### config.mk
export PLATFORM = sky130hd
export DESIGN_NAME = alu_share_arbiter
export DESIGN_NICKNAME = d
export VERILOG_FILES = /design/src/rtl/alu_share_pkg.sv /design/src/rtl/alu_share_arbiter_rr.sv /design/src/rtl/alu_share_arbiter.sv
export SDC_FILE = /design/constraint.sdc
export NUM_CORES = 1
export LEC_CHECK = 0
export ABC_AREA = 0
export BUFFER_PORTS_ARGS = -buffer_cell sky130_fd_sc_hd__buf_2
export CAP_MARGIN = 30
export CORE_MARGIN = 2
export CORE_UTILIZATION = 50
export DETAILED_ROUTE_END_ITERATION = 16
export PLACE_DENSITY = 0.93
export SLEW_MARGIN = 15
export SYNTH_ARGS = -nofsm -noshare
export SYNTH_HDL_FRONTEND = slang
export SYNTH_SLANG_ARGS = --single-unit
### constraint.sdc
create_clock -name wb_clk_i -period 4.1 [get_ports wb_clk_i]
set_input_delay 0.41 -clock wb_clk_i [delete_from_list [all_inputs] [get_ports wb_clk_i]]
set_output_delay 0.41 -clock wb_clk_i [all_outputs]
set_load 0.05 [all_outputs]
### src/rtl/alu_share_pkg.sv
// rtl/alu_share_pkg.sv - shared types and constants for the ALU share arbiter
package alu_share_pkg;

  typedef enum logic [1:0] {
    IDLE  = 2'd0,
    ISSUE = 2'd1,
    WAIT  = 2'd2,
    RESP  = 2'd3
  } state_e;

  localparam int SEL_W_DEF = 2;
  localparam int CNT_W     = 16;

  localparam logic [1:0] ALU_ADD = 2'd0;
  localparam logic [1:0] ALU_SUB = 2'd1;
  localparam logic [1:0] ALU_AND = 2'd2;
  localparam logic [1:0] ALU_XOR = 2'd3;

  function automatic logic [CNT_W-1:0] sat_inc(input logic [CNT_W-1:0] v);
    return (&v) ? v : v + CNT_W'(1);
  endfunction

endpackage

### src/rtl/alu_share_arbiter_rr.sv
// rtl/alu_share_arbiter_rr.sv - combinational round-robin grant starting at ptr_i
module rr_arbiter #(
  parameter int NUM_REQ = 4,
  parameter int IDX_W   = 2
) (
  input  logic [NUM_REQ-1:0] req_i,
  input  logic [IDX_W-1:0]   ptr_i,
  input  logic               en_i,
  output logic [NUM_REQ-1:0] grant_o,
  output logic [IDX_W-1:0]   idx_o
);

  always_comb begin
    int         j;
    logic       found;
    logic [IDX_W-1:0] jx;
    grant_o = '0;
    idx_o   = '0;
    found   = 1'b0;
    j       = 0;
    jx      = '0;
    for (int off = 0; off < NUM_REQ; off++) begin
      j = int'(ptr_i) + off;
      if (j >= NUM_REQ) j = j - NUM_REQ;
      jx = IDX_W'(j);
      if (en_i && !found && req_i[jx]) begin
        grant_o[jx] = 1'b1;
        idx_o       = jx;
        found       = 1'b1;
      end
    end
  end

endmodule

### src/rtl/alu_share_arbiter.sv
// rtl/alu_share_arbiter.sv - round-robin sharing of one ALU lane between NUM_REQ requesters
module alu_share_arbiter
  import alu_share_pkg::*;
#(
  parameter int NUM_REQ = 4,
  parameter int DATA_W  = 8,
  parameter int SEL_W   = SEL_W_DEF,
  parameter int ALU_LAT = 1
) (
  input  logic                      wb_clk_i,
  input  logic                      wb_rst_i,
  input  logic [NUM_REQ-1:0]        req_valid,
  output logic [NUM_REQ-1:0]        req_ready,
  input  logic [NUM_REQ*DATA_W-1:0] req_a,
  input  logic [NUM_REQ*DATA_W-1:0] req_b,
  input  logic [NUM_REQ*SEL_W-1:0]  req_sel,
  output logic [NUM_REQ-1:0]        rsp_valid,
  input  logic [NUM_REQ-1:0]        rsp_ready,
  output logic [DATA_W-1:0]         rsp_data,
  output logic                      rsp_carry,
  output logic [DATA_W-1:0]         alu_a,
  output logic [DATA_W-1:0]         alu_b,
  output logic [SEL_W-1:0]          alu_sel,
  output logic                      alu_issue,
  input  logic [DATA_W-1:0]         alu_out,
  input  logic                      alu_carry,
  output logic                      busy,
  output logic [CNT_W-1:0]          op_count
);

  localparam int IDX_W = $clog2(NUM_REQ);
  localparam int LAT_W = 3;

  state_e               state_q;
  logic [IDX_W-1:0]     ptr_q, ptr_d;
  logic [IDX_W-1:0]     gidx_q;
  logic [LAT_W-1:0]     cnt_q, cnt_d;
  logic [NUM_REQ-1:0]   rsp_valid_q;
  logic [DATA_W-1:0]    rsp_data_q;
  logic                 rsp_carry_q;
  logic [DATA_W-1:0]    alu_a_q, alu_b_q;
  logic [SEL_W-1:0]     alu_sel_q;
  logic                 alu_issue_q;
  logic                 busy_q;
  logic [CNT_W-1:0]     op_count_q;

  logic [NUM_REQ-1:0]   grant;
  logic [IDX_W-1:0]     gidx;
  logic [DATA_W-1:0]    win_a, win_b;
  logic [SEL_W-1:0]     win_sel;

  // Grants are only offered in IDLE; reset suppresses them so the bus reads all-zero.
  rr_arbiter #(
    .NUM_REQ (NUM_REQ),
    .IDX_W   (IDX_W)
  ) u_rr (
    .req_i   (req_valid),
    .ptr_i   (ptr_q),
    .en_i    ((state_q == IDLE) && !wb_rst_i),
    .grant_o (grant),
    .idx_o   (gidx)
  );

  always_comb begin
    win_a   = '0;
    win_b   = '0;
    win_sel = '0;
    for (int i = 0; i < NUM_REQ; i++) begin
      if (gidx == IDX_W'(i)) begin
        win_a   = req_a[i*DATA_W +: DATA_W];
        win_b   = req_b[i*DATA_W +: DATA_W];
        win_sel = req_sel[i*SEL_W +: SEL_W];
      end
    end
  end

  assign cnt_d = cnt_q - LAT_W'(1);
  assign ptr_d = (gidx_q == IDX_W'(NUM_REQ - 1)) ? '0 : gidx_q + IDX_W'(1);

  always_ff @(posedge wb_clk_i) begin
    if (wb_rst_i) begin
      state_q     <= IDLE;
      ptr_q       <= '0;
      gidx_q      <= '0;
      cnt_q       <= '0;
      rsp_valid_q <= '0;
      rsp_data_q  <= '0;
      rsp_carry_q <= 1'b0;
      alu_a_q     <= '0;
      alu_b_q     <= '0;
      alu_sel_q   <= '0;
      alu_issue_q <= 1'b0;
      busy_q      <= 1'b0;
      op_count_q  <= '0;
    end else begin
      alu_issue_q <= 1'b0;
      case (state_q)
        IDLE: begin
          if (|grant) begin
            alu_a_q     <= win_a;
            alu_b_q     <= win_b;
            alu_sel_q   <= win_sel;
            gidx_q      <= gidx;
            alu_issue_q <= 1'b1;
            busy_q      <= 1'b1;
            state_q     <= ISSUE;
          end
        end
        ISSUE: begin
          cnt_q   <= LAT_W'(ALU_LAT);
          state_q <= WAIT;
        end
        WAIT: begin
          cnt_q <= cnt_d;
          if (cnt_d == '0) begin
            rsp_data_q  <= alu_out;
            rsp_carry_q <= alu_carry;
            rsp_valid_q <= NUM_REQ'(1) << gidx_q;
            state_q     <= RESP;
          end
        end
        RESP: begin
          // Only the granted requester's rsp_ready can complete the transfer.
          if (rsp_ready[gidx_q]) begin
            rsp_valid_q <= '0;
            op_count_q  <= sat_inc(op_count_q);
            ptr_q       <= ptr_d;
            busy_q      <= 1'b0;
            state_q     <= IDLE;
          end
        end
        default: state_q <= IDLE;
      endcase
    end
  end

  assign req_ready = grant;
  assign rsp_valid = rsp_valid_q;
  assign rsp_data  = rsp_data_q;
  assign rsp_carry = rsp_carry_q;
  assign alu_a     = alu_a_q;
  assign alu_b     = alu_b_q;
  assign alu_sel   = alu_sel_q;
  assign alu_issue = alu_issue_q;
  assign busy      = busy_q;
  assign op_count  = op_count_q;

endmodule

==> qor.csv <==
metric,value,unit
min_path_type,input port to flip-flop,
cts_setup_buffers,0,
cts_buffer_depth,2,
synth_edf_count,0,
p_clk_share,20.6,%
dp_hpwl,7060,µm
avgSynthCellArea,9.14,µm²
cp_cell_sequence,inv_1 -> ha_1 -> buf_4 -> or3b_1 -> a211o_1 -> a21oi_1 -> a221o_1 -> nor4_4 -> inv_2 -> o221a_1 -> nor3_2,
yosysUniqueCellTypes,56,
fin_crit_sh,91.1,%
fp.dieW,90.5,µm
setup_viol,0,
slowest_delay,550,ps
layout.nets,653,
ios,144,
end_kind,flip-flop,
fmax,0.268,GHz
grt_max_degree,59,
drive_above_1_share,38.1,%
syn_inst,409,
portBuffers,143,
coreArea,0.00725,mm²
fin_cells,645,
p_sw_share,44.3,%
drt_iter0_markers,196,
multi_input_area,0.00237,mm²
critical_path_arrival,3930,ps
antenna_found_initial,0,
finalWirelength,9580,µm
grt_pass1_vias,3370,
pwr_density_cell,507,mW/mm²
wl_per_cell,14.9,µm
clk_latency,330,ps
ir_drop,225,µV
place_area,0.00447,mm²
dr_total_vias,3542,
final_antenna_net_count,0,
die-area,0.00818,mm²
critPathSlowestCell,dfxtp_1,
worst_pin_slew,930,ps
grt_util_all_layers,23.0,%
area_growth,24.4,%
dp.cells,631,
fin_skew,11.0,ps
overflow,0,
cts_tree,done,
leakagePower,2.20,nW
clock-sinks,58,
worst-path-max-fanout,29,
cts_resized,0,
rsz0062_at_grt,no,
h-tree-depth,3,
layout_min_cycle_time,3740,ps
dieHeight,90.5,µm
drv_cap,0,
start_util,51.5,%
async_flop_share,0,%
maxSlewHeadroom,37.8,%
grt_pass1_wl,15600,µm
diodes,0,
outcome,finished clean,
final_max_slew_viol_count,0,
syn-num-nets,519,
synth_warnings,0,
yosysSeqAreaShare,31.1,%
ys_seq_elements,58,
hold_buffers,0,
holdWs,317,ps
combPwrFrac,47.7,%
clockRootBuffer,clkbuf_8,
final-hold-violation-count,0,
n_fill_cell,616,
drc,0,
pwr-share-seq,31.7,%
fin_area,0.00465,mm²
numCtsBuffers,9,
p_int,1.31,mW
setup_tns,0,ps
seq_area,0.00116,mm²
synth.cell_area,0.00374,mm²
routed_via_density,5.49,
cts.clk_slew.worst_paths,60,ps
worstSetupPathType,flip-flop to flip-flop,
startpoint_type,flip-flop,
cp.required,4290,ps
first_pass_iters,4,
synth-main-ff-cell,dfxtp_1,
power.switching,1.04,mW
place_congestion,0.887,
row_count,31,
[worst max-delay path, delay by kind of cell, from the launching register on]
family,cells,cell delay (ps)
AO/OA/AOI/OAI,4,1330
adder cells (fa/ha/maj),1,340
AND/OR/NAND/NOR,3,510
buffers and inverters,3,860
flip-flops,1,550
[cells in the mapped netlist, drive strengths merged, types with 2 or more instances]
master   n  area share (%)
nor2    62             8.5
dfxtp   58              31
mux2i   36             9.6
nand2   22             2.2
o21ai   21             2.8
ha      19             6.4
a21oi   16             2.2
buf     16             3.4
inv     16             1.6
nand3   16             2.1
nor3    15             3.7
o221a   13             3.9
xor2    12             2.8
clkbuf  10             1.1
nand2b  10             1.7
a211oi   6             1.2
and2     6             1.0
mux4     5             3.0
or3b     5             1.2
a221o    4             1.1
and3     4            0.67
nor2b    4            0.67
xnor2    4            0.94
and4     3            0.70
nand4    3            0.50
a211o    2            0.50
a311oi   2            0.47
a31oi    2            0.33
nor4b    2            0.64
[sequential cells by signal, summed over array words and instances (netlist names), 3 cells and up]
register	cells
op_count	16
alu_a	8
alu_b	8
rsp_data	8
rsp_valid	4
cnt_q	3
[per-layer routing]
metal | vias up | GRT usage [%] | part of all wire [%]
li1 | 1717 | - | -
met1 | 1664 | 26.4 | 42
met2 | 147 | 41.1 | 50
met3 | 14 | 6.34 | 6.3
met4 | 0 | 7.56 | 1.5
met5 | - | 0 | 0
[per-stage QoR]
stage	total power, mW	util (%)	worst slack [ps]
6_report	2.36	64.1	363
4_1_cts	2.37	64.1	346
3_3_place_gp	1.84	61.7	559
3_5_place_dp	1.88	61.7	388
2_1_floorplan	1.64	-	596
5_1_grt	2.48	64.1	146
[layout by cell type (no fill, tap or decap), types with 3 or more instances in the layout]
cell type,instances
o221a_1,6
ha_1,19
mux2i_1,36
nand4_1,3
a211oi_1,6
nand3_1,16
and4_1,3
o21ai_1,4
inv_1,15
and3_1,4
dfxtp_1,58
a221o_1,4
or3b_1,5
o221a_2,7
mux4_2,5
xor2_1,12
nand2b_1,10
o21ai_0,17
nor2_4,11
nor3_2,13
nor2_1,50
clkbuf_8,12
buf_2,143
xnor2_1,4
nand2_1,22
nor2b_1,4
buf_4,6
a21oi_1,15
and2_1,6
[final cells by class]
cell class                      count  share of cell area, %
Clock buffer                       12                   3.55
Clock inverter                      2                  0.269
Tap cell                           99                   2.66
Multi-Input combinational cell    309                   50.9
Timing Repair Buffer              149                   16.4
Sequential cell                    58                   25.0
Inverter                           16                   1.29
[kinds of logic after synthesis]
kind of cell | Yosys count | share of synthesized area (%)
buffers and inverters | 42 | 6.12
multiplexers | 41 | 12.7
XOR/XNOR | 16 | 3.75
flip-flops | 58 | 31.1
adder cells (fa/ha/maj) | 19 | 6.36
AO/OA/AOI/OAI | 75 | 14.7
AND/OR/NAND/NOR | 158 | 25.4
[worst paths after layout]
path	slack, ps	from	end	depth (start not counted)
max	360	ptr_q[1]	alu_a[1]	11
min	320	alu_out[0]	rsp_data[0]	3
max reg2reg	360	ptr_q[1]	alu_a[1]	11
min reg2reg	480	rsp_valid[2]	rsp_valid[2]	2
[power groups by stage]
| stage | Clock, mW | Sequential (mW) | Combinational, mW |
|---|---|---|---|
| after floorplan | 0 | 1.01 | 0.631 |
| after global placement | 0 | 0.753 | 1.08 |
| after detailed placement | 0 | 0.757 | 1.12 |
| after CTS | 0.496 | 0.746 | 1.13 |
| after global routing | 0.524 | 0.758 | 1.20 |
| final | 0.486 | 0.748 | 1.12 |
No activity file was read; power rests on OpenSTA's default activity.
